`src/rtl/pulse_delay_bank.sv`:
```
// Multi-channel pulse delay: each channel turns a rising trigger edge into a PULSE_LEN-cycle pulse
// after a delay latched at acceptance. Define PULSE_DELAY_RETRIGGER_EN to let busy channels reload.
module pulse_delay_bank #(
  parameter int CHANNELS  = 4,
  parameter int W         = 8,
  parameter int PULSE_LEN = 1
) (
  input  logic                clk,
  input  logic                reset,
  input  logic [CHANNELS-1:0] in_data,
  input  logic [W-1:0]        delay,
  output logic [CHANNELS-1:0] out_data,
  output logic [CHANNELS-1:0] busy,
  output logic [CHANNELS-1:0] dropped
);

  localparam int PW = $clog2(PULSE_LEN + 1);
  localparam logic [PW-1:0] PCNT_LAST = PW'(PULSE_LEN - 1);

  typedef enum logic [1:0] {IDLE, COUNT, PULSE} state_t;

  genvar gi;
  generate
    for (gi = 0; gi < CHANNELS; gi++) begin : g_ch
      state_t        state_reg, state_next;
      logic [W-1:0]  cnt_reg, cnt_next;
      logic [PW-1:0] pcnt_reg, pcnt_next;
      logic          prev_reg;
      logic          out_reg, busy_reg, drop_reg, drop_next;
      logic          trig, accept;

      assign trig = in_data[gi] & ~prev_reg;

      always_comb begin
        state_next = state_reg;
        cnt_next   = cnt_reg;
        pcnt_next  = pcnt_reg;
        drop_next  = 1'b0;
        accept     = 1'b0;
        case (state_reg)
          IDLE: accept = trig;
          COUNT: begin
            if (cnt_reg == '0) begin
              state_next = PULSE;
              pcnt_next  = '0;
            end else begin
              cnt_next = cnt_reg - W'(1);
            end
`ifdef PULSE_DELAY_RETRIGGER_EN
            accept = trig;
`else
            drop_next = trig;
`endif
          end
          PULSE: begin
            if (pcnt_reg == PCNT_LAST) begin
              // Final pulse edge: a new trigger is taken with no gap.
              state_next = IDLE;
              accept     = trig;
            end else begin
              pcnt_next = pcnt_reg + PW'(1);
`ifdef PULSE_DELAY_RETRIGGER_EN
              accept = trig;
`else
              drop_next = trig;
`endif
            end
          end
          default: state_next = IDLE;
        endcase
        // Acceptance overrides whatever the running state would have done.
        if (accept) begin
          if (delay == '0) begin
            state_next = PULSE;
            pcnt_next  = '0;
          end else begin
            state_next = COUNT;
            cnt_next   = delay - W'(1);
          end
        end
      end

      always_ff @(posedge clk or posedge reset) begin
        if (reset) begin
          state_reg <= IDLE;
          cnt_reg   <= '0;
          pcnt_reg  <= '0;
          prev_reg  <= 1'b1;
          out_reg   <= 1'b0;
          busy_reg  <= 1'b0;
          drop_reg  <= 1'b0;
        end else begin
          state_reg <= state_next;
          cnt_reg   <= cnt_next;
          pcnt_reg  <= pcnt_next;
          prev_reg  <= in_data[gi];
          out_reg   <= (state_next == PULSE);
          busy_reg  <= (state_next != IDLE);
          drop_reg  <= drop_next;
        end
      end

      assign out_data[gi] = out_reg;
      assign busy[gi]     = busy_reg;
      assign dropped[gi]  = drop_reg;
    end
  endgenerate

endmodule

```
`config.mk`:
```
export PLATFORM = sky130hd
export DESIGN_NAME = pulse_delay_bank
export DESIGN_NICKNAME = d
export VERILOG_FILES = /design/src/rtl/pulse_delay_bank.sv
export SDC_FILE = /design/constraint.sdc
export NUM_CORES = 1
export LEC_CHECK = 0
export BUFFER_PORTS_ARGS = -buffer_cell sky130_fd_sc_hd__buf_2
export CORE_MARGIN = 5
export CORE_UTILIZATION = 41
export CTS_CLUSTER_DIAMETER = 30
export DETAILED_ROUTE_END_ITERATION = 8
export GPL_ROUTABILITY_DRIVEN = 0
export PLACE_DENSITY = 0.6
export SETUP_SLACK_MARGIN = 0.3
export SYNTH_ARGS = -nofsm -noshare
export SYNTH_HDL_FRONTEND = slang
export SYNTH_SLANG_ARGS = --single-unit
```
`constraint.sdc`:
```
create_clock -name clk -period 3.3 [get_ports clk]
set_input_delay 0.495 -clock clk [delete_from_list [all_inputs] [get_ports clk]]
set_output_delay 0.495 -clock clk [all_outputs]
set_load 0.02 [all_outputs]
```
==> impl_results.md <==
- Post-route ant nets: 0
- Die footprint: 10,590 um2
- Drt drc: 0
- Post-CTS Setup Inserts: 0
- Min-delay worst type: input port to flip-flop
- Via density per instance: 5.444
- CP Capture Type: flip-flop
- Switch share: 0.4062
- CP max FO: 8
- Slowest cell on crit path: or4b_1
- Largest net degree at the start of global routing: 48
- #FFs+latches synth: 60
- Placed insts: 475
- H-tree level count: 3
- Die H: 102.9 um
- Number of enable flip-flop cells after synthesis: 0
- Worst setup path class: input port to flip-flop
- Max-cap violation count: 0
- CTS buffer count: 9
- Post-detail-place hpwl: 5629 um
- Initial antenna violation count: 0
- Crit-path cells: buf_2 -> inv_1 -> ha_1 -> or3b_1 -> o221a_2 -> or4b_1
- DR iter-0 viols: 133
- Top cells by area, synth: dfrtp_1 40%, ha_1 8.8%, o22ai_1 4.8%, xnor2_1 3.5%, xor2_1 3.5%
- Part of the power in combinational logic: 0.424
- CP peak stage delay: 520 ps
- N_diodes: 0
- Internal power: 0.001911 W
- Fmax: 445.0 MHz
- Nets@finish: 420
- Relative slew slack: 0.3422
- GR Overflow Total: 0
- Clk buf depth: 2
- CTS tree: done
- Outcome: finished, final reports clean
- IO Count: 26
- Ys Warns: 0
- Top cells by count, synth: 56 x dfrtp_1, 27 x o22ai_1, 25 x ha_1, 25 x inv_1, 22 x nor2_1
- RSZ-0062 raised after global routing: no
- Wire length per cell: 15.84 um
- Cells resized by post-CTS repair: 0
- Leading area contributor after synthesis: dfrtp_1
- Worst EP required: 3510 ps
- Worst-margin pin slew: 985.2 ps
- Buffers added on ports: 25
- Initial Util: 0.4264
- Critical R2R Launch: g_ch[3].cnt_reg[3]$_DFF_PP0_
- Clock Skews: 9.747 ps
- Vias: 2,673
- Worst ir drop on vdd: 0.3036 mV
- Final Cycle Share: 0.6810
- Switching pwr: 0.001307 W
- Root Buffer: clkbuf_8
- Avg Cell Area, Syn: 9.967 um2
- Crit-path leading delay family: simple AND/OR/NAND/NOR gates
- Endpoints failing setup: 0
- Minimum clock period: 2247 ps
- Clk Latency, worst-skew pair: 340 ps
- Hold wc startpoint: in_data[0]
- Placed inst area: 3727 um2
- Vias in the first global route: 2,684
- Post-CTS Hold Buffers: 0
- Final Hold Viols: 0
- Area growth syn-to-layout: 10.18%
- Worst-path clk slew: 70 ps
- Drt pass-1 iters: 5
- Post-route insts no fill: 491
- Sequential share of the synthesized area: 0.4257
- Most frequent cell after synthesis: dfrtp_1
- Sequential Power Share: 0.392
- Setup Total Neg Slack: 0 ps
- Max reg flops: 32
- Mapped Nets: 394
- Core area: 8299 um2
- Beginning of the critical path: delay[0]
- Hold slack: 254.8 ps
- Layout cells sized above 1: 0.1606
- Yosys cell types: 50
- Cell area after layout: 3899 um2
- Chip width: 102.9 um
- Synth top area share: 0.3960
- Drt total wl: 7777 um
- CP Data Arrival Time: 2450 ps
- Layout fillers: 784
- Post-synth ARST share: 1.000
- Cell Pwr Density: 825.4 nW/um2
- Area of the mapped netlist: 3538 um2
- Num rows: 33
- Synth Instances: 355
- Clk pwr share: 0.184
- Final Max Slew Viols: 0
- CP Buf/Inv Count: 2
- Worst setup SP type: input port
- LEAKAGE: 1.730 nW
- Top FF cell, synth: dfrtp_1
- Global Route Usage Sum: 0.1593
- Clock tree sinks: 60
- First-pass GRT wire length: 13,000 um
==> worst register-to-register path: stages, from the launching register on <==
cell	delay (ps)
dfrtp_1	430
or4_4	580
o41ai_4	370
nor4_2	90
or4b_1	470
==> logic make-up (layout without fill, tap and decap cells) <==
kind of cell,Yosys count,count (layout),synth area share
DFF,60,60,0.4257
buffers and inverters,39,70,0.05410
AOI/OAI and AO/OA,90,90,0.1768
adders and majority gates,25,25,0.08840
xor gates and xnor gates,28,28,0.06931
and+or+nand+nor,107,107,0.1683
muxes,6,6,0.01733
==> stage by stage <==
stage | power, W | setup slack [ps] | util
after floorplan | 0.002359 | 1013 | -
after global placement | 0.002610 | 784.5 | 0.4491
after detailed placement | 0.002635 | 740.4 | 0.4491
after CTS | 0.003240 | 1086 | 0.4698
after global routing | 0.003488 | 868.6 | 0.4698
final | 0.003218 | 1053 | 0.4698
==> final cells by class <==
class / instances / area (um2) / share of cell area
clock inverters: 4 / 26.28 / 0.006739
well taps: 105 / 131.4 / 0.03370
inverters: 25 / 93.84 / 0.02407
multi-input cells: 256 / 1841 / 0.4721
clock buffers: 12 / 145.1 / 0.03723
flip-flops and latches: 60 / 1506 / 0.3864
repair buffers: 29 / 155.1 / 0.03979
==> path summary, 6_finish.rpt <==
kind                                                end  slack, ps  cells after the start
min reg2reg                g_ch[2].cnt_reg[1]$_DFF_PP0_        560                      2
min                          g_ch[0].prev_reg$_DFF_PP1_        250                      1
min in group asynchronous     g_ch[0].out_reg$_DFF_PP0_        380                      2
max in group asynchronous    g_ch[1].prev_reg$_DFF_PP1_       2120                      3
max reg2reg                  g_ch[3].busy_reg$_DFF_PP0_       1240                      4
max                          g_ch[3].busy_reg$_DFF_PP0_       1050                      6
==> layer usage <==
metal  GRT usage  vias to the layer above  wire [um]  part of all wire
met5           0                        -          0                 0
met4     0.05279                        0         91             0.012
met3     0.03451                        9        308             0.040
met2      0.2427                       46       3562              0.46
met1      0.2253                     1278       3815              0.49
li1            -                     1340          -                 -
==> cells in the final DEF, fill, tap and decap left out, types with 13 or more instances in the layout <==
cell type / instances
buf_2: 25
nor2_1: 22
ha_1: 25
inv_1: 24
xor2_1: 14
a21oi_1: 13
o22ai_1: 27
nand2_1: 20
xnor2_1: 14
dfrtp_1: 56
==> power groups by stage <==
stage / combinational, W / clock [W] / sequential (W)
2_1_floorplan: 0.00115 / 0 / 0.00121
4_1_cts: 0.00137 / 0.000607 / 0.00126
3_3_place_gp: 0.00134 / 0 / 0.00127
5_1_grt: 0.00155 / 0.000639 / 0.00130
3_5_place_dp: 0.00137 / 0 / 0.00127
6_report: 0.00136 / 0.000593 / 0.00126
Note: power is estimated with default switching activity, not from simulation.
